[config.mk]
export PLATFORM = sky130hd
export DESIGN_NAME = uart_rx_buffered_flat
export DESIGN_NICKNAME = d
export VERILOG_FILES = /design/src/rtl/uart_rx_buffered_if.sv /design/src/rtl/uart_rx_buffered.sv /design/src/flat_wrapper.sv
export SDC_FILE = /design/constraint.sdc
export NUM_CORES = 1
export LEC_CHECK = 0
export CORE_MARGIN = 8
export CORE_UTILIZATION = 53
export DETAILED_ROUTE_END_ITERATION = 16
export PLACE_DENSITY_LB_ADDON = 0.15
export SYNTH_ARGS = -nofsm -noshare
export SYNTH_HDL_FRONTEND = slang
export SYNTH_SLANG_ARGS = --single-unit
[constraint.sdc]
create_clock -name clk -period 2.16 [get_ports clk]
set_input_delay 0.432 -clock clk [delete_from_list [all_inputs] [get_ports clk]]
set_output_delay 0.432 -clock clk [all_outputs]
set_load 0.01 [all_outputs]
[src/rtl/uart_rx_buffered_if.sv]
// uart_rx_buffered_if: downstream FIFO read side plus receive status pulses
interface uart_rx_buffered_if #(parameter int NB_DATA = 8);
    logic               rd;
    logic [NB_DATA-1:0] data_rx;
    logic               empty_rx;
    logic               full_rx;
    logic               overrun;
    logic               frame_err;
    modport master(output rd, input data_rx, empty_rx, full_rx, overrun, frame_err);
    modport slave(input rd, output data_rx, empty_rx, full_rx, overrun, frame_err);
endinterface

[src/rtl/uart_rx_buffered.sv]
// uart_rx_buffered: 16x oversampled 8N1 receiver feeding a show-ahead FIFO
module uart_rx_buffered #(
    parameter int NB_DATA = 8,
    parameter int SB_TICK = 16,
    parameter int FIFO_AW = 2
) (
    input  logic                  clk,
    input  logic                  reset,
    input  logic                  s_tick,
    input  logic                  rx,
    uart_rx_buffered_if.slave     bus
);
    localparam int SW    = $clog2(SB_TICK > 16 ? SB_TICK : 16);
    localparam int NW    = $clog2(NB_DATA);
    localparam int DEPTH = 2 ** FIFO_AW;

    typedef enum logic [3:0] {
        IDLE  = 4'b0001,
        START = 4'b0010,
        DATA  = 4'b0100,
        STOP  = 4'b1000
    } state_t;

    state_t             r_state;
    logic [SW-1:0]      r_s;
    logic [NW-1:0]      r_n;
    logic [NB_DATA-1:0] r_shift;
    logic [1:0]         r_sync;
    logic               r_frame_err;
    logic               r_overrun;
    logic [FIFO_AW:0]   r_wr_ptr;
    logic [FIFO_AW:0]   r_rd_ptr;
    logic [NB_DATA-1:0] r_mem [DEPTH];

    logic w_rx_s;
    logic w_push;
    logic w_empty;
    logic w_full;
    logic w_rd;
    logic w_write;

    assign w_rx_s  = r_sync[1];
    assign w_push  = (r_state == STOP) && s_tick && (r_s == SW'(SB_TICK - 1)) && w_rx_s;
    assign w_empty = r_wr_ptr == r_rd_ptr;
    assign w_full  = (r_wr_ptr[FIFO_AW] != r_rd_ptr[FIFO_AW]) &&
                     (r_wr_ptr[FIFO_AW-1:0] == r_rd_ptr[FIFO_AW-1:0]);
    assign w_rd    = bus.rd && !w_empty;
    // a pop in the same cycle frees the slot, so a push into a full FIFO still lands
    assign w_write = w_push && (!w_full || w_rd);

    assign bus.data_rx   = r_mem[r_rd_ptr[FIFO_AW-1:0]];
    assign bus.empty_rx  = w_empty;
    assign bus.full_rx   = w_full;
    assign bus.overrun   = r_overrun;
    assign bus.frame_err = r_frame_err;

    always_ff @(posedge clk) begin
        if (!reset) begin
            r_state     <= IDLE;
            r_s         <= '0;
            r_n         <= '0;
            r_shift     <= '0;
            r_sync      <= 2'b11;
            r_frame_err <= 1'b0;
        end else begin
            r_sync      <= {r_sync[0], rx};
            r_frame_err <= 1'b0;
            case (r_state)
                IDLE: if (!w_rx_s) begin
                    r_state <= START;
                    r_s     <= '0;
                end
                START: if (s_tick) begin
                    if (r_s == SW'(7)) begin
                        r_state <= w_rx_s ? IDLE : DATA;
                        r_s     <= '0;
                        r_n     <= '0;
                    end else r_s <= r_s + 1'b1;
                end
                DATA: if (s_tick) begin
                    if (r_s == SW'(15)) begin
                        r_shift <= {w_rx_s, r_shift[NB_DATA-1:1]};
                        r_s     <= '0;
                        if (r_n == NW'(NB_DATA - 1)) r_state <= STOP;
                        else r_n <= r_n + 1'b1;
                    end else r_s <= r_s + 1'b1;
                end
                STOP: if (s_tick) begin
                    if (r_s == SW'(SB_TICK - 1)) begin
                        r_state     <= IDLE;
                        r_frame_err <= !w_rx_s;
                    end else r_s <= r_s + 1'b1;
                end
                default: r_state <= IDLE;
            endcase
        end
    end

    always_ff @(posedge clk) begin
        if (!reset) begin
            r_wr_ptr  <= '0;
            r_rd_ptr  <= '0;
            r_overrun <= 1'b0;
            for (int i = 0; i < DEPTH; i++) r_mem[i] <= '0;
        end else begin
            r_overrun <= w_push && w_full && !w_rd;
            if (w_write) begin
                r_mem[r_wr_ptr[FIFO_AW-1:0]] <= r_shift;
                r_wr_ptr <= r_wr_ptr + 1'b1;
            end
            if (w_rd) r_rd_ptr <= r_rd_ptr + 1'b1;
        end
    end
endmodule

[src/flat_wrapper.sv]
// flat-port wrapper written by rule: the top's interface ports become plain ports
module uart_rx_buffered_flat 
#(
    parameter int NB_DATA = 8,
    parameter int SB_TICK = 16,
    parameter int FIFO_AW = 2
)
  (clk, reset, s_tick, rx, bus_rd, bus_data_rx, bus_empty_rx, bus_full_rx, bus_overrun, bus_frame_err);
  uart_rx_buffered_if #(.NB_DATA(NB_DATA)) bus_i ();
  input  logic clk;
  input  logic reset;
  input  logic s_tick;
  input  logic rx;
  input wire logic [$bits(bus_i.rd)-1:0] bus_rd;
  output wire logic [$bits(bus_i.data_rx)-1:0] bus_data_rx;
  output wire logic [$bits(bus_i.empty_rx)-1:0] bus_empty_rx;
  output wire logic [$bits(bus_i.full_rx)-1:0] bus_full_rx;
  output wire logic [$bits(bus_i.overrun)-1:0] bus_overrun;
  output wire logic [$bits(bus_i.frame_err)-1:0] bus_frame_err;
  assign bus_i.rd = bus_rd;
  assign bus_data_rx = bus_i.data_rx;
  assign bus_empty_rx = bus_i.empty_rx;
  assign bus_full_rx = bus_i.full_rx;
  assign bus_overrun = bus_i.overrun;
  assign bus_frame_err = bus_i.frame_err;
  uart_rx_buffered #(.NB_DATA(NB_DATA), .SB_TICK(SB_TICK), .FIFO_AW(FIFO_AW)) u_core (.clk(clk), .reset(reset), .s_tick(s_tick), .rx(rx), .bus(bus_i));
endmodule
== Yosys cells after proc, flatten, opt, wreduce, memory -nomap -nowiden ==
Memory sizes are Yosys's and may differ from the RTL's. A register that Yosys moved wholly into a read port is not among the register bits.
Cells that the tools add are included.
Operators by class
  $add $sub $neg: 4
  $mul: 0
  divide/modulo/power cells: 0
  order comparisons: 0
  equality and inequality tests: 20
  shift operators: 0
  multiplexer cells: 33
  bitwise operators: 0
  reduce and logical (&&, ||, !) cells: 21
Operators by type and width (count)
  4-bit two-way mux: 15
  4-bit case mux with 4 select lines: 2
  3-bit two-way mux: 6
  2-bit != test (second input constant): 7
  6-bit AND reduction: 2
  3-bit by 1-bit adder with 3-bit output (second input constant): 3
  4-bit by 3-bit equality test with 1-bit output (second input constant): 2
  4-bit equality test (second input constant): 2
  1-bit logical AND: 8
  8-bit two-way mux: 1
  8-bit AND reduction: 1
  8-bit OR reduction: 1
  2-bit two-way mux: 3
  2-bit by 1-bit != test with 1-bit output (second input constant): 3
  3-bit case mux with 2 select lines: 1
  1-bit two-way mux: 5
  4-bit by 1-bit adder with 4-bit output (second input constant): 1
  4-bit by 1-bit equality test with 1-bit output (second input constant): 1
  4-bit by 2-bit equality test with 1-bit output (second input constant): 1
  1-bit logical NOT: 4
  4-bit AND reduction: 1
  4-bit nonzero test: 1
  3-bit equality test: 1
  3-bit equality test (second input constant): 1
  5 further kinds: 5
Word-level totals
  register bits: 29
  latch bits: 0
  RAM bits: 32
  ROM bits: 0
  input bits: 5
  output and inout bits: 12
  memories kept: 1
Memory list
  u_core.r_mem: words 4, width 8, read ports 1, clocked after memory_dff 1, wr ports 4, RTL line uart_rx_buffered.sv:33  | logic [NB_DATA-1:0] r_mem [DEPTH];

== Logic depth before layout (Yosys ltp) ==
Gate-level depths: netlist (run 1).
  word-level depth: 10
  gate-level depth with buffers: 8
  mapped depth without buffers: 6

== Worst setup path before layout (run 1) ==
No wires, ideal clock.
  path type: flip-flop to flip-flop
  from: register u_core.r_state[2]
  to: memory u_core.r_mem[0][0] (enable)
  library setup time: 334 ps
  data arrival time: 1946 ps
  required time: 1826 ps
  slack: -120 ps
  cell stages (with the launch flop): 8
  buffers on the path: 2
  cell sequence: dfxtp_1 -> buf_2 -> or4b_4 -> nor2_4 -> and4_1 -> buf_4 -> nor3b_4 -> nand2b_1
RTL lines
  start: declaration: RTL line uart_rx_buffered.sv:24  | state_t r_state;
  start signal: assignment: RTL line uart_rx_buffered.sv:75  | r_state <= w_rx_s ? IDLE : DATA;
  end: declaration: RTL line uart_rx_buffered.sv:33

== Worst setup path in the final report (run 1) ==
  from: register u_core.r_rd_ptr[2]
  to: output port bus_full_rx
Between the ends
  longest elaborated chain between the ends: 2
Ends and longest elaborated chain
  start: declaration: RTL line uart_rx_buffered.sv:32  | logic [FIFO_AW:0] r_rd_ptr;
  start signal: assignment: RTL line uart_rx_buffered.sv:111  | if (w_rd) r_rd_ptr <= r_rd_ptr + 1'b1;
  1-bit != test: RTL line uart_rx_buffered.sv:45  | assign w_full = (r_wr_ptr[FIFO_AW] != r_rd_ptr[FIFO_AW]) &&
  1-bit logical AND: RTL line uart_rx_buffered.sv:45
  end: declaration: RTL line flat_wrapper.sv:17  | output wire logic [$bits(bus_i.full_rx)-1:0] bus_full_rx;
No other way between the ends.

==> impl_metrics.ini, run 1 <==
[routing]
route.detailed.drc = 0
drtAntennaViolNets = 0
vias = 1934
drtIter0Drc = 55
wl_microns = 5364
avgViaCountPerCell = 5.299
wire_per_inst_microns = 14.70
dr.pass1.iters = 4

[setup_path]
required_ps = 1730
path_class = reg2out
slowest_delay_ps = 530
critical_path.top_delay_family = buffers and inverters
startpoint_type = flop
end_kind = primary output
rrSetupSlack_ps = 150
crit_arrival_ps = 1650
reg2reg_from = u_core.r_state[3]
path_max_fanout = 5
path_depth = 3
crit_chain = xor2_2, and3_1, clkdlybuf4s50_1
worstReg2RegEnd = u_core.r_mem[2][3]
crit_path_start = u_core.r_rd_ptr[2]
endpoint = bus_full_rx
path_buf_inv = 1
reg2regPathDepth = 6
cp_slowest_cell = clkdlybuf4s50_1

[hold_path]
min_path_type = reg2reg
hold_start = u_core.r_sync[0]

[clock_network]
clk_pin_slew_ps = 70
cts_tree = built
clock_path_buffers = 2
htreeDepth = 3
cts-root-buf = clkbuf_8
cts-buffers-inserted = 9
hold_buffers = 0
clk_latency_ps = 330
cts_sinks = 63

[sta]
setup_viol = 0
period_needed_ps = 2081
relSlewSlack = 0.6331
fmax_mhz = 480.6
period_share = 0.9633
worstMarginPinSlew_ps = 549.7
hold_viol = 0
finClkSkew_ps = 6.035
drv_slew = 0

[global_route]
grt_remaining_overflow = 0
grt_pass1_wl_microns = 8990
grt_max_degree = 25
grt_use_total = 0.1397
grt_pass1_vias = 1974
antenna_found_initial = 0

[yosys]
synth_fp_nets = 259
avgSynthCellArea_sq_um = 11.76
synth-compound-area-share = 0.05427
yosysWarnings = 0
synth_cell_types = 45
synthSimpleGateAreaFrac = 0.2329
ys_top_cells_by_count = 33 x and2_1, 32 x edfxtp_1, 31 x dfxtp_1, 16 x nand2_1, 16 x nor2_1
ys.flop_type = edfxtp_1
synth-async-reset-ratio = 0
synth-edff-count = 32
syn_inst = 249
synthMuxAreaShare = 0.1026
synth_top_family_by_area = simple AND/OR/NAND/NOR gates
yosys-top-cells-area = edfxtp_1 33%, dfxtp_1 21%, and2_1 7.1%
yosysMostFrequentCell = and2_1
synthAdderAreaFrac = 0.02137
yosysTopAreaCell = edfxtp_1
yosysSeqAreaShare = 0.5402
synthesis.area_sq_um = 2928
synth-seq-cells = 63
synthXorXnorAreaFrac = 0.02393
synth_top_area_share = 0.3282

[final_layout]
fill_cells = 446
antenna_cells = 0
syn2layout_area_growth_pct = 20.60
nNetsFinal = 298
drive_above_1_share = 0.2150
postLayoutCellArea_sq_um = 3531

[power]
fin_total_pwr_mw = 2.276
leakage_nw = 1.294
powerDensity_nw_per_um2 = 644.5
max-vdd-ir-drop_uv = 463.3

[floorplan]
die_y_microns = 90.33
dieArea_sq_um = 8159
fp.coreArea_sq_um = 5405
ioPinCount = 17
fp.dieW_microns = 90.33
initial_core_util = 0.5417
row_count = 27

[run]
max_cap_violations = 0

[place]
gp_congestion = 0.8544
io_buffers = 16
dp_hpwl_microns = 3789
place_area_sq_um = 3348

[status]
status = completed
## stage by stage
stage / worst slack, ps / hold WS [ps] / utilization / cells / TNS (ps)
6_report: 79.24 / 417.8 / 0.6532 / 365 / 0
5_1_grt: -7.741 / 437.4 / 0.6532 / 365 / -7.741
4_1_cts: 47.60 / 423.8 / 0.6498 / 365 / 0
3_5_place_dp: -84.63 / 407.7 / 0.6194 / 349 / -1433
3_3_place_gp: -63.62 / 392.4 / 0.6194 / 349 / -1040
2_1_floorplan: 16.78 / 386.3 / - / 249 / 0
## timing repair
item                       in CTS  in global routing
resized for setup               9                  5
setup endpoints to repair       9                 26
pin swaps                       0                  1
buffers inserted                0                  0
cloned                          0                  0
## power by group
group          leakage, nW  switching, mW  total [mW]  internal [mW]
combinational        0.655         0.0542       0.104         0.0494
clock               0.0838          0.433       0.873          0.440
sequential           0.556         0.0115        1.30           1.29
## flip-flops by register name (all words and copies together), names as in the netlist, named ones only
name,flops
u_core.r_s,4
u_core.bus.overrun,1
u_core.r_rd_ptr,3
u_core.r_sync,2
u_core.r_n,3
u_core.r_shift,8
u_core.r_mem,32
u_core.bus.frame_err,1
u_core.r_state,4
u_core.r_wr_ptr,3
## layout make-up
cell class | count | area (sq um) | share of cell area
sequential | 63 | 1585 | 0.4490
multi-input combinational | 170 | 1311 | 0.3714
timing repair buffer | 42 | 370.4 | 0.1049
clock buffer | 12 | 145.1 | 0.04111
tap | 72 | 90.09 | 0.02551
clock inverter | 4 | 21.27 | 0.006024
inverter | 2 | 7.507 | 0.002126
## kinds of logic (layout without fill, tap and decap cells)
group / count (synthesis) / in the layout
compound gates: 24 / 24
xor+xnor: 8 / 8
fa+ha+maj: 5 / 5
buf+inv: 16 / 60
flops: 63 / 63
mux: 20 / 20
simple gates: 113 / 113
## worst reg2reg max path, cell delays in order, from the launching register on
cell and delay [ps]:
dfxtp_2 400, or4b_4 520, nor2_4 100, and4_1 250
and3b_1 180, nand2b_1 130, buf_4 140
## placed cells by master, fill, tap and decap left out, drive strengths merged, types with 8 or more instances in the layout
cell / instances
nand2b: 8
mux2i: 12
buf: 26
mux4: 8
dfxtp: 31
and2: 33
edfxtp: 32
nand3: 12
clkdlybuf4s50: 8
nand2: 16
nor2: 18
clkbuf: 12
dlygate4sd2: 8
## worst min path at each step
stage	to	depth (start not counted)	slack (ps)
3_3_place_gp	u_core.r_sync[1]	1	390
4_1_cts	u_core.r_sync[1]	1	420
6_report	u_core.r_sync[1]	1	420
2_1_floorplan	u_core.r_sync[1]	1	390
5_1_grt	u_core.r_sync[1]	1	440
3_5_place_dp	u_core.r_sync[1]	1	410
## layer usage
metal  up-vias  global-route usage  share of wire
met3        12             0.03990          0.028
met5         -                   0              0
met2        28              0.2294           0.49
li1        981                   -              -
met1       913              0.1598           0.46
met4         0             0.07906          0.026
Power figures use the tool's default switching activity.
==> run 2: changes to the inputs <==
--- a/config.mk
+++ b/config.mk
@@ -8,7 +8,9 @@
 export CORE_MARGIN = 8
 export CORE_UTILIZATION = 53
 export DETAILED_ROUTE_END_ITERATION = 16
+export HOLD_SLACK_MARGIN = 0.15
 export PLACE_DENSITY_LB_ADDON = 0.15
 export SYNTH_ARGS = -nofsm -noshare
 export SYNTH_HDL_FRONTEND = slang
 export SYNTH_SLANG_ARGS = --single-unit
+export TNS_END_PERCENT = 10
==> impl_metrics.ini, run 2 (synthesis gave the netlist of run 1 again) <==
[power]
max-vdd-ir-drop_uv = 393.7
p_seq_frac = 0.550
swShare = 0.2017
powerDensity_nw_per_um2 = 663.2
leakage_nw = 1.314
p_int_mw = 1.889
pwr-share-comb = 0.044
clock_power_share = 0.406
p_sw_mw = 0.4773

[routing]
wl_microns = 5489
drtIter0Drc = 84
drtAntennaViolNets = 0
dr.pass1.iters = 4
vias = 1926
wire_per_inst_microns = 15.00
route.detailed.drc = 0
avgViaCountPerCell = 5.262

[setup_path]
startpoint_type = flop
cp_slowest_cell = mux4_2
path_class = reg2out
required_ps = 1730
crit_arrival_ps = 1640
reg2regPathDepth = 5
end_kind = primary output
path_max_fanout = 8
crit_chain = buf_12, mux4_2, dlygate4sd2_1
slowest_delay_ps = 500

[hold_path]
hold_depth = 1
min_path_type = reg2reg

[global_route]
grt_max_degree = 25
antenna_found_initial = 0
grt_pass1_wl_microns = 9211
grt_remaining_overflow = 0
grt_use_total = 0.1422
grt_pass1_vias = 1924

[sta]
setup_viol = 0
period_share = 0.9575
finClkSkew_ps = 8.069
period_needed_ps = 2068
drv_slew = 0
relSlewSlack = 0.6349
grt_setup_unrepaired = no
holdWs_ps = 406.7
hold_viol = 0
worstMarginPinSlew_ps = 547.1
setup_tns_ps = 0
fmax_mhz = 483.5

[final_layout]
fill_cells = 434
nNetsFinal = 299
drive_above_1_share = 0.2143
antenna_cells = 0
multiInputGateArea_sq_um = 1319
final_util = 0.6602
top_regs = u_core.r_mem x32, u_core.r_shift x8
mostFrequentLayoutCell = and2_1
final_cell_mix = 33 x and2_1, 32 x edfxtp_1, 30 x dfxtp_1
final-seq-area_sq_um = 1583
largest_reg_flops = 32
syn2layout_area_growth_pct = 21.88
top_register = u_core.r_mem

[clock_network]
clk_pin_slew_ps = 60
cts_tree = built
clk_latency_ps = 330
cts_sinks = 63
cts-buffers-inserted = 9
clock_path_buffers = 2
htreeDepth = 3
cts-root-buf = clkbuf_8
hold_buffers = 0

[floorplan]
dieArea_sq_um = 8159
ioPinCount = 17
fp.coreArea_sq_um = 5405
die_y_microns = 90.33
fp.dieW_microns = 90.33
initial_core_util = 0.5417
row_count = 27

[place]
io_buffers = 16
gp_congestion = 0.8235
dp_hpwl_microns = 3833

[status]
status = completed

[run]
max_cap_violations = 0
run 2: changes by cell type in the layout (fill, tap and decap cells not counted), moves of 2 or more:
cell / delta
clkbuf_1: +2
clkinv_2: -2
dfxtp_1: +2
dfxtp_2: -2
run 2: timing repair:
action / 4_1_cts / 5_1_grt
endpoints found under the setup margin: 9 / 3
resized for setup: 9 / 5
buffers inserted: 0 / 1
pin swaps: 0 / 1
run 2: final timing paths:
check	startpoint	to	slack, ps
worst max register to register	u_core.r_state[0]	u_core.r_mem[0][7]	150
worst min register to register	u_core.r_sync[0]	u_core.r_sync[1]	410
worst min-delay path	u_core.r_sync[0]	u_core.r_sync[1]	410
worst max-delay path	flop	bus_data_rx[6]	90
run 2: stage by stage:
step                      setup WS (ps)  instances  instance area (sq um)  power, mW
after floorplan                  -9.473        249                   2943      1.380
after global placement           -46.43        349                   3348      1.434
after detailed placement         -91.79        349                   3348      1.437
after CTS                         42.67        365                   3537      2.396
after global routing              13.60        366                   3568      2.451
final                             91.89        366                   3568      2.367
run 2: area by class of cell:
cell class                      instances  share of cell area
Sequential cell                        63              0.4435
Multi-Input combinational cell        170              0.3696
Timing Repair Buffer                   43              0.1059
Clock buffer                           16             0.05365
Tap cell                               72             0.02525
Inverter                                2            0.002104
run 2: critical path: cells and delay by family, from the launching register on:
kind                   cells  cell delay [ps]
flip-flops                 1              360
multiplexers               1              500
buffers and inverters      2              450
run 2: routing by layer:
metal  part of all wire  vias up  global-route usage
met4              0.014        0             0.07490
met2               0.50       28              0.2307
met3              0.030        7             0.03990
met5                  0        -                   0
met1               0.45      903              0.1678
li1                   -      988                   -
run 2: power groups by stage:
stage / combinational (mW) / clock [mW] / sequential (mW)
after CTS: 0.105 / 0.990 / 1.30
after global placement: 0.110 / 0 / 1.32
final: 0.104 / 0.962 / 1.30
after floorplan: 0.0612 / 0 / 1.32
after global routing: 0.113 / 1.03 / 1.30
after detailed placement: 0.111 / 0 / 1.33
==> run 3: changes to the inputs <==
--- a/config.mk
+++ b/config.mk
@@ -5,6 +5,7 @@
 export SDC_FILE = /design/constraint.sdc
 export NUM_CORES = 1
 export LEC_CHECK = 0
+export ABC_CLOCK_PERIOD_IN_PS = 2160
 export CORE_MARGIN = 8
 export CORE_UTILIZATION = 53
 export DETAILED_ROUTE_END_ITERATION = 16
==> results of run 3 <==
Final layout, timing and power as in run 2 (identical DEF).
